File: src/rtl/nanorv32_ibus_arbiter_pkg.sv
// Shared parameters and types for the nanorv32 instruction-bus arbiter:
// data width, master IDs, htrans encodings and the address-phase bundle.
package nanorv32_ibus_arbiter_pkg;

    localparam int   NANORV32_DATA_MSB      = 31;

    localparam logic NANORV32_IBUS_M0       = 1'b0;
    localparam logic NANORV32_IBUS_M1       = 1'b1;

    localparam logic NANORV32_HTRANS_IDLE   = 1'b0;
    localparam logic NANORV32_HTRANS_NONSEQ = 1'b1;

    // Everything a master presents in its address phase, except htrans itself.
    typedef struct packed {
        logic [NANORV32_DATA_MSB:0] addr;
        logic                       write;
        logic [2:0]                 size;
        logic [3:0]                 prot;
    } ibus_aphase_t;

endpackage

File: src/rtl/nanorv32_ibus_hold.sv
// One-entry request hold buffer: parks a non-granted master's address phase
// and, for writes, grabs its write data on the following cycle.
module nanorv32_ibus_hold
    import nanorv32_ibus_arbiter_pkg::*;
(
    input  logic                       clk,
    input  logic                       rst,
    input  logic                       capture,
    input  logic                       clear,
    input  ibus_aphase_t               aphase,
    input  logic [NANORV32_DATA_MSB:0] wdata,
    output logic                       valid,
    output ibus_aphase_t               hold_aphase,
    output logic [NANORV32_DATA_MSB:0] hold_wdata
);

    logic                       valid_r;
    logic                       wdata_pend_r;
    ibus_aphase_t               aphase_r;
    logic [NANORV32_DATA_MSB:0] wdata_r;

    // wdata outlives valid so a hold issued right after capture still has its data
    always_ff @(posedge clk or posedge rst) begin
        if (rst) begin
            valid_r      <= 1'b0;
            wdata_pend_r <= 1'b0;
            aphase_r     <= '0;
            wdata_r      <= '0;
        end else begin
            if (capture) begin
                valid_r  <= 1'b1;
                aphase_r <= aphase;
            end else if (clear) begin
                valid_r  <= 1'b0;
            end
            wdata_pend_r <= capture & aphase.write;
            if (wdata_pend_r) begin
                wdata_r <= wdata;
            end
        end
    end

    assign valid       = valid_r;
    assign hold_aphase = aphase_r;
    assign hold_wdata  = wdata_r;

endmodule

File: src/rtl/nanorv32_ibus_arbiter.sv
// Two-master AHB-lite arbiter for the nanorv32 instruction bus with per-master
// hold buffers. Define NANORV32_IBUS_ARB_RR_EN for round-robin; default is M1 priority.
module nanorv32_ibus_arbiter
    import nanorv32_ibus_arbiter_pkg::*;
(
    input  logic                       clk,
    input  logic                       rst,

    input  logic [NANORV32_DATA_MSB:0] haddr_m0,
    input  logic                       htrans_m0,
    input  logic                       hwrite_m0,
    input  logic [2:0]                 hsize_m0,
    input  logic [3:0]                 hprot_m0,
    input  logic [NANORV32_DATA_MSB:0] hwdata_m0,
    output logic                       hready_m0,
    output logic [NANORV32_DATA_MSB:0] hrdata_m0,
    output logic                       hresp_m0,

    input  logic [NANORV32_DATA_MSB:0] haddr_m1,
    input  logic                       htrans_m1,
    input  logic                       hwrite_m1,
    input  logic [2:0]                 hsize_m1,
    input  logic [3:0]                 hprot_m1,
    input  logic [NANORV32_DATA_MSB:0] hwdata_m1,
    output logic                       hready_m1,
    output logic [NANORV32_DATA_MSB:0] hrdata_m1,
    output logic                       hresp_m1,

    output logic [NANORV32_DATA_MSB:0] haddr,
    output logic                       htrans,
    output logic                       hwrite,
    output logic [2:0]                 hsize,
    output logic [3:0]                 hprot,
    output logic [NANORV32_DATA_MSB:0] hwdata,
    output logic                       hmaster,
    input  logic [NANORV32_DATA_MSB:0] hrdata,
    input  logic                       hready,
    input  logic                       hresp
);

    ibus_aphase_t               live_m0, live_m1;
    ibus_aphase_t               hold_aphase_m0, hold_aphase_m1;
    ibus_aphase_t               sel_aphase;
    logic                       sel_from_hold;
    logic                       hold_valid_m0, hold_valid_m1;
    logic [NANORV32_DATA_MSB:0] hold_wdata_m0, hold_wdata_m1;
    logic                       req_m0, req_m1;
    logic                       capture_m0, capture_m1;
    logic                       clear_m0, clear_m1;
    logic                       accept;
    logic                       gnt_r, gnt_nxt;
    logic                       dph_valid_r, dph_owner_r, dph_from_hold_r;

    assign live_m0 = {haddr_m0, hwrite_m0, hsize_m0, hprot_m0};
    assign live_m1 = {haddr_m1, hwrite_m1, hsize_m1, hprot_m1};

    assign req_m0 = (hold_valid_m0 || htrans_m0 == NANORV32_HTRANS_NONSEQ)
                    ? NANORV32_HTRANS_NONSEQ : NANORV32_HTRANS_IDLE;
    assign req_m1 = (hold_valid_m1 || htrans_m1 == NANORV32_HTRANS_NONSEQ)
                    ? NANORV32_HTRANS_NONSEQ : NANORV32_HTRANS_IDLE;

    // hready_mN looks only at the slave and the hold, never at htrans_mN
    assign hready_m0 = hready & ~hold_valid_m0;
    assign hready_m1 = hready & ~hold_valid_m1;

    assign capture_m0 = (gnt_r != NANORV32_IBUS_M0) & ~hold_valid_m0
                        & (htrans_m0 == NANORV32_HTRANS_NONSEQ) & hready_m0;
    assign capture_m1 = (gnt_r != NANORV32_IBUS_M1) & ~hold_valid_m1
                        & (htrans_m1 == NANORV32_HTRANS_NONSEQ) & hready_m1;

    assign accept   = hready & (htrans == NANORV32_HTRANS_NONSEQ);
    assign clear_m0 = accept & (gnt_r == NANORV32_IBUS_M0);
    assign clear_m1 = accept & (gnt_r == NANORV32_IBUS_M1);

    nanorv32_ibus_hold u_hold_m0 (
        .clk         (clk),
        .rst         (rst),
        .capture     (capture_m0),
        .clear       (clear_m0),
        .aphase      (live_m0),
        .wdata       (hwdata_m0),
        .valid       (hold_valid_m0),
        .hold_aphase (hold_aphase_m0),
        .hold_wdata  (hold_wdata_m0)
    );

    nanorv32_ibus_hold u_hold_m1 (
        .clk         (clk),
        .rst         (rst),
        .capture     (capture_m1),
        .clear       (clear_m1),
        .aphase      (live_m1),
        .wdata       (hwdata_m1),
        .valid       (hold_valid_m1),
        .hold_aphase (hold_aphase_m1),
        .hold_wdata  (hold_wdata_m1)
    );

    always_comb begin
        sel_aphase    = live_m0;
        sel_from_hold = 1'b0;
        if (gnt_r == NANORV32_IBUS_M1) begin
            sel_aphase    = hold_valid_m1 ? hold_aphase_m1 : live_m1;
            sel_from_hold = hold_valid_m1;
        end else begin
            sel_aphase    = hold_valid_m0 ? hold_aphase_m0 : live_m0;
            sel_from_hold = hold_valid_m0;
        end
    end

    assign htrans  = (gnt_r == NANORV32_IBUS_M1) ? req_m1 : req_m0;
    assign haddr   = sel_aphase.addr;
    assign hwrite  = sel_aphase.write;
    assign hsize   = sel_aphase.size;
    assign hprot   = sel_aphase.prot;
    assign hmaster = gnt_r;

    // On contention every hready cycle is an accept by gnt_r, so "not granted
    // at the last accept" is simply the other master.
    always_comb begin
        gnt_nxt = gnt_r;
        if (req_m0 && req_m1) begin
`ifdef NANORV32_IBUS_ARB_RR_EN
            gnt_nxt = ~gnt_r;
`else
            gnt_nxt = NANORV32_IBUS_M1;
`endif
        end else if (req_m0) begin
            gnt_nxt = NANORV32_IBUS_M0;
        end else if (req_m1) begin
            gnt_nxt = NANORV32_IBUS_M1;
        end
    end

    always_ff @(posedge clk or posedge rst) begin
        if (rst) begin
            gnt_r           <= NANORV32_IBUS_M0;
            dph_valid_r     <= 1'b0;
            dph_owner_r     <= NANORV32_IBUS_M0;
            dph_from_hold_r <= 1'b0;
        end else if (hready) begin
            gnt_r       <= gnt_nxt;
            dph_valid_r <= accept;
            if (accept) begin
                dph_owner_r     <= gnt_r;
                dph_from_hold_r <= sel_from_hold;
            end
        end
    end

    always_comb begin
        hwdata = hwdata_m0;
        if (dph_owner_r == NANORV32_IBUS_M1) begin
            hwdata = dph_from_hold_r ? hold_wdata_m1 : hwdata_m1;
        end else begin
            hwdata = dph_from_hold_r ? hold_wdata_m0 : hwdata_m0;
        end
    end

    assign hrdata_m0 = hrdata;
    assign hrdata_m1 = hrdata;
    assign hresp_m0  = hresp & dph_valid_r & (dph_owner_r == NANORV32_IBUS_M0);
    assign hresp_m1  = hresp & dph_valid_r & (dph_owner_r == NANORV32_IBUS_M1);

endmodule

File: config.mk
export PLATFORM = sky130hd
export DESIGN_NAME = nanorv32_ibus_arbiter
export DESIGN_NICKNAME = d
export VERILOG_FILES = /design/src/rtl/nanorv32_ibus_arbiter_pkg.sv /design/src/rtl/nanorv32_ibus_hold.sv /design/src/rtl/nanorv32_ibus_arbiter.sv
export SDC_FILE = /design/constraint.sdc
export NUM_CORES = 1
export LEC_CHECK = 0
export BUFFER_PORTS_ARGS = -buffer_cell sky130_fd_sc_hd__buf_4
export CORE_UTILIZATION = 51
export CTS_BUF_LIST = sky130_fd_sc_hd__clkbuf_16
export DETAILED_ROUTE_END_ITERATION = 10
export GPL_ROUTABILITY_DRIVEN = 1
export PLACE_DENSITY_LB_ADDON = 0.12
export SETUP_SLACK_MARGIN = 0.3
export SYNTH_ARGS = -nofsm -noshare
export SYNTH_HDL_FRONTEND = slang
export SYNTH_HIERARCHICAL = 1
export SYNTH_SLANG_ARGS = --single-unit
File: constraint.sdc
create_clock -name clk -period 2.9 [get_ports clk]
set_clock_uncertainty 0.05 [all_clocks]
set_input_delay 0.29 -clock clk [delete_from_list [all_inputs] [get_ports clk]]
set_output_delay 0.29 -clock clk [all_outputs]
set_load 0.01 [all_outputs]
==> qor.csv, run 1 <==
stage,metric,value,unit
timing,Tmin final,2433,ps
yosys,Mapped Area,8920,sq um
power_and_ir_drop,part of the power in registers,34.2,%
critical_path,Worst Setup Start Kind,flip-flop,
hold_path,Hold Path Origin,hwrite_m1,
floorplanning,Initial Utilization,53.04,%
routing,vias,5613,
place,Inst Count DP,987,
power_and_ir_drop,Psw,0.003681,W
critical_path,required time at the worst-slack endpoint,2560,ps
routing,WL/cell,19.74,um
floorplanning,chip height,134.3,um
global_route,global-route wire length before repair,32220,um
yosys,register area share after synthesis,42.64,%
timing,Max Clock Freq,411.0,MHz
timing,worst hold margin,58.76,ps
timing,relative slew slack,48.47,%
clocking,"Reg clk slew, reported paths",60,ps
floorplanning,core area,16820,sq um
power_and_ir_drop,P_int,0.007751,W
power_and_ir_drop,power density over cell area,1064,nW/um^2
critical_path,Worst Path Max Fanout,21,
cells_and_area,layout cell share with drive strength beyond 1,58.00,%
yosys,Mapped Cells,636,
critical_path,crit end category,primary output,
routing,Routed Antenna Nets,0,
timing,endpoints failing setup,0,
yosys,"FF+latch count, synth",152,
cells_and_area,"commonest non-fill, non-tap cell in the layout",buf_4,
clocking,H-tree lvl count,4,
cells_and_area,final net count,969,
clocking,CTS Buf Count,17,
floorplanning,area of the die,18020,sq um
timing,worst-margin pin slew,772.1,ps
run_status,status,finished clean,
cells_and_area,"commonest non-fill, non-tap cells in the layout","buf_4, dfrtp_1, mux2_4",
routing,Via-to-Cell Ratio,5.503,
yosys,syn avg cell area,14.02,sq um
power_and_ir_drop,combinational share of power,46.1,%
critical_path,RR Startpoint,hmaster,
global_route,vias in the first global route,6107,
clocking,CTS max path bufs,2,
hold_path,hold crit path type,input port to flip-flop,
clocking,root buffer cell,clkbuf_16,
power_and_ir_drop,sw frac,32.20,%
cells_and_area,fin util,63.88,%
floorplanning,Core Rows,47,
floorplanning,Ports,324,
timing,RSZ-0062 raised after global routing,no,
yosys,Mapped Nets,818,
job,MaxCap Viol Count,0,
critical_path,Arrival @ worst endpoint,2090,ps
timing,Setup TNS Final,0,ps
routing,DRT iter0 DRCs,251,
place,Port Buffer Count,227,
cells_and_area,Ant. Diodes,0,
floorplanning,Die Width,134.3,um
clocking,CTS tree,yes,
timing,Slew Limit Fails,0,
clocking,Worst-Skew Late Latency,410,ps
routing,WL final,20130,um
power_and_ir_drop,clock share of power,19.6,%
power_and_ir_drop,Leak,4.931,nW
timing,Final Hold Fails,0,
routing,DRT Pass-1 Iters,4,
power_and_ir_drop,worst ir drop on vdd,0.5247,mV
cells_and_area,P&R area growth vs syn,20.45,%
place,gp weighted congestion,0.8052,
yosys,yosys warns,6,
timing,final worst path period share,83.90,%
global_route,initial antenna violation count,0,
global_route,GR Overflow Total,0,
global_route,largest net degree at the start of global routing,48,
critical_path,crit path launch,dph_from_hold_r,
critical_path,"Worst Path Class, Setup",flip-flop to primary output,
place,half-perimeter wire length after placement,14360,um
cells_and_area,Final Non-Filler Cells,1020,
clocking,CTS Sinks,152,
routing,DRC,0,
global_route,total track usage,23.23,%
yosys,post-synth cell types,26,
layout make-up:
| type | instances | area [sq um] |
|---|---|---|
| repair buffers | 246 | 1862 |
| multi-input cells | 363 | 4160 |
| inverters | 7 | 28.78 |
| fillers | 1290 | 6075 |
| clock inverters | 15 | 176.4 |
| clock buffers | 17 | 425.4 |
| well taps | 220 | 275.3 |
| flip-flops and latches | 152 | 3816 |
what timing repair did:
action                     CTS  global route
gates resized for setup      1             1
cloned                       0             0
setup endpoints to repair   11             3
setup buffers                0             0
hold buffers                 1             0
hold endpoints to repair    79             0
sequential cells by signal (all words and copies together), names as in the netlist, 32 cells and up:
signal,flops
u_hold_m0/hold_aphase,40
u_hold_m0/hold_wdata,32
u_hold_m1/hold_aphase,40
u_hold_m1/hold_wdata,32
stage by stage:
step	total power [W]	setup WS, ps	area, sq um
6_report	0.01143	466.9	10740
4_1_cts	0.01153	429.8	10740
2_1_floorplan	0.007586	678.4	8920
5_1_grt	0.01210	335.5	10740
3_3_place_gp	0.009050	735.1	10130
3_5_place_dp	0.009209	705.0	10130
logic make-up (layout without fill, tap and decap cells):
logic type,after synthesis,count (layout),share of synthesized area (%)
AOI/OAI and AO/OA,89,89,6.214
and+or+nand+nor,56,56,3.633
buffers and inverters,121,285,10.74
DFF,152,152,42.64
muxes,218,218,36.77
critical path, stage by stage (launching register included):
cell and delay [ps]:
dfrtp_4 700, buf_4 270, mux4_2 540, buf_4 160
routing by layer:
layer / track usage, % / up-vias / wire, um
met1: 29.03 / 2783 / 8389
met5: 0 / - / 0
met3: 7.748 / 56 / 1592
met2: 37.19 / 225 / 9600
li1: - / 2549 / -
met4: 9.238 / 0 / 548
synthesized netlist by cell type (all sizes together):
library cell	number	share of area, %
a211oi	40	3.4
a21o	3	0.25
a21oi	43	2.4
and2	2	0.14
and3	1	0.070
and3b	1	0.098
buf	106	10
clkbuf	8	0.34
dfrtp	152	43
inv	7	0.29
mux2	146	24
mux2i	40	4.5
mux4	32	8.1
nand2	4	0.17
nor2	7	0.29
nor2b	40	2.8
nor3	1	0.056
o21ai	2	0.11
o22ai	1	0.070
final timing paths:
kind | endpoint | slack (ps) | cells past startpoint
max | hwdata[8] | 470 | 3
max in group asynchronous | u_hold_m0/hold_wdata[12] | 1460 | 4
max reg2reg | u_hold_m0/hold_aphase[39] | 860 | 4
min | u_hold_m1/wdata_pend_r | 60 | 2
min reg2reg | u_hold_m1/hold_wdata[3] | 450 | 1
min in group asynchronous | dph_from_hold_r | 340 | 3
power groups by stage:
stage | logic, W | clock network, W | registers [W]
after floorplan | 0.00400 | 0 | 0.00359
after global placement | 0.00520 | 0 | 0.00385
after detailed placement | 0.00529 | 0 | 0.00392
after CTS | 0.00532 | 0.00229 | 0.00391
after global routing | 0.00566 | 0.00238 | 0.00405
final | 0.00528 | 0.00224 | 0.00391
Power figures use the tool's default switching activity.
==> inputs of run 2 (changes only) <==
==> constraint.sdc (replaced) <==
create_clock -name clk -period 2.3 [get_ports clk]
set_clock_uncertainty 0.05 [all_clocks]
set_input_delay 0.23 -clock clk [delete_from_list [all_inputs] [get_ports clk]]
set_output_delay 0.23 -clock clk [all_outputs]
set_load 0.01 [all_outputs]
==> qor.csv, run 2 (synthesis gave the netlist of run 1 again) <==
stage,metric,value,unit,change
routing,WL/cell,20.31,um,was 19.74 um
floorplanning,Die Width,134.3,um,unchanged
place,gp weighted congestion,0.7742,,was 0.8052
power_and_ir_drop,combinational share of power,49.7,%,was 46.1%
floorplanning,Ports,324,,unchanged
routing,DRC,0,,unchanged
global_route,total track usage,25.06,%,was 23.23%
power_and_ir_drop,clock share of power,20.1,%,was 19.6%
floorplanning,chip height,134.3,um,unchanged
critical_path,Worst Setup Start Kind,flip-flop,,unchanged
floorplanning,Initial Utilization,53.04,%,unchanged
place,Port Buffer Count,227,,unchanged
timing,Tmin final,2035,ps,
power_and_ir_drop,power density over cell area,1289,nW/um^2,was 1064 nW/um^2
global_route,GR Overflow Total,0,,unchanged
cells_and_area,fin util,74.59,%,was 63.88%
clocking,root buffer cell,clkbuf_16,,unchanged
timing,Final Hold Fails,0,,unchanged
critical_path,required time at the worst-slack endpoint,2020,ps,was 2560 ps
timing,Slew Limit Fails,0,,unchanged
routing,WL final,23210,um,was 20130 um
timing,worst hold margin,16.58,ps,was 58.76 ps
critical_path,Arrival @ worst endpoint,1760,ps,was 2090 ps
timing,RSZ-0062 raised after global routing,yes,,was no
power_and_ir_drop,Psw,0.005127,W,was 0.003681 W
cells_and_area,layout cell share with drive strength beyond 1,54.60,%,was 58.00%
power_and_ir_drop,Leak,5.655,nW,was 4.931 nW
place,half-perimeter wire length after placement,13960,um,was 14360 um
clocking,"Reg clk slew, reported paths",60,ps,about the same
routing,Via-to-Cell Ratio,5.373,,was 5.503
clocking,H-tree lvl count,4,,unchanged
job,MaxCap Viol Count,0,,unchanged
clocking,CTS tree,yes,,unchanged
cells_and_area,"commonest non-fill, non-tap cells in the layout","buf_4, dfrtp_1, mux2_4",,unchanged
global_route,initial antenna violation count,0,,unchanged
critical_path,"Worst Path Class, Setup",flip-flop to primary output,,unchanged
hold_path,hold crit path type,input port to flip-flop,,unchanged
cells_and_area,"commonest non-fill, non-tap cell in the layout",buf_4,,unchanged
timing,Setup TNS Final,0,ps,unchanged
floorplanning,Core Rows,47,,unchanged
cells_and_area,P&R area growth vs syn,40.65,%,was 20.45%
timing,endpoints failing setup,0,,unchanged
cells_and_area,Final Non-Filler Cells,1143,,was 1020
cells_and_area,final net count,1093,,was 969
routing,DRT Pass-1 Iters,4,,unchanged
routing,vias,6141,,was 5613
clocking,CTS Sinks,152,,unchanged
global_route,vias in the first global route,6591,,was 6107
timing,Max Clock Freq,491.3,MHz,
place,Inst Count DP,988,,was 987
clocking,CTS Buf Count,17,,unchanged
global_route,global-route wire length before repair,34980,um,was 32220 um
routing,Routed Antenna Nets,0,,unchanged
critical_path,Worst Path Max Fanout,12,,was 21
run_status,status,finished clean,,unchanged
critical_path,crit end category,primary output,,unchanged
timing,final worst path period share,88.49,%,
routing,DRT iter0 DRCs,327,,was 251
cells_and_area,Sequential Area,3814,sq um,was 3816 sq um
timing,relative slew slack,57.98,%,was 48.47%
power_and_ir_drop,part of the power in registers,30.2,%,was 34.2%
global_route,largest net degree at the start of global routing,51,,was 48
clocking,CTS max path bufs,2,,unchanged
clocking,Worst-Skew Late Latency,410,ps,about the same
power_and_ir_drop,worst ir drop on vdd,0.8345,mV,was 0.5247 mV
timing,worst-margin pin slew,629.0,ps,was 772.1 ps
power_and_ir_drop,Pwr Total,0.01617,W,was 0.01143 W
power_and_ir_drop,P_int,0.01104,W,was 0.007751 W
power_and_ir_drop,sw frac,31.71,%,was 32.20%
cells_and_area,Ant. Diodes,0,,unchanged
cells_and_area,area of the multi-input gates,4282,sq um,was 4160 sq um
floorplanning,area of the die,18020,sq um,unchanged
cells_and_area,FILL cells,1063,,was 1290
floorplanning,core area,16820,sq um,unchanged
[run 2: layout make-up]
cell class / instances / share of cell area [%]
inverter: 7 / 0.2693
sequential: 152 / 30.40
clock buffer: 17 / 3.391
multi-input combinational: 363 / 34.13
tap: 220 / 2.194
timing repair buffer: 370 / 27.60
clock inverter: 14 / 2.025
[run 2: power groups by stage]
stage               Sequential [W]  Combinational [W]  Clock, W
floorplan                  0.00452            0.00504         0
CTS                        0.00482            0.00735   0.00330
detailed placement         0.00483            0.00691         0
finish                     0.00488            0.00804   0.00325
global route               0.00504            0.00852   0.00342
global placement           0.00477            0.00677         0
[run 2: worst paths after layout]
path | from | to | slack [ps] | cells past startpoint
max | u_hold_m0/valid | hsize[1] | 260 | 5
min | hwdata_m0[18] | u_hold_m0/hold_wdata[18] | 20 | 2
max reg2reg | u_hold_m0/valid | u_hold_m0/hold_aphase[7] | 340 | 5
min reg2reg | u_hold_m1/hold_wdata[11] | u_hold_m1/hold_wdata[11] | 460 | 1
max in group asynchronous | rst | u_hold_m1/valid | 1030 | 4
min in group asynchronous | rst | dph_owner_r | 280 | 3
[run 2: per-stage QoR]
| step | setup WS (ps) | cell area (sq um) |
|---|---|---|
| 5_1_grt | 207.1 | 12550 |
| 3_3_place_gp | 502.3 | 10260 |
| 2_1_floorplan | 506.1 | 8927 |
| 6_report | 264.7 | 12550 |
| 4_1_cts | 265.6 | 12030 |
| 3_5_place_dp | 469.5 | 10260 |
[run 2: timing repair]
item,CTS,global route
buffers inserted,2,2
hold buffers,97,16
endpoints found under the setup margin,48,74
hold endpoints to repair,144,16
resized for setup,10,58
cloned,2,5
[run 2: metal layers]
layer	wire length, um	track usage (%)	vias to the layer above	part of all wire, %
li1	-	-	2783	-
met1	10100	32.85	3103	43
met3	1469	7.105	24	6.3
met2	11440	41.22	231	49
met5	0	0	-	0
met4	203	5.805	0	0.87
[run 2: worst max-delay path, stage by stage, from the launching register on]
cell	delay, ps
dfrtp_4	560
buf_12	180
nor2b_1	110
a211oi_1	60
a21oi_1	250
buf_4	180
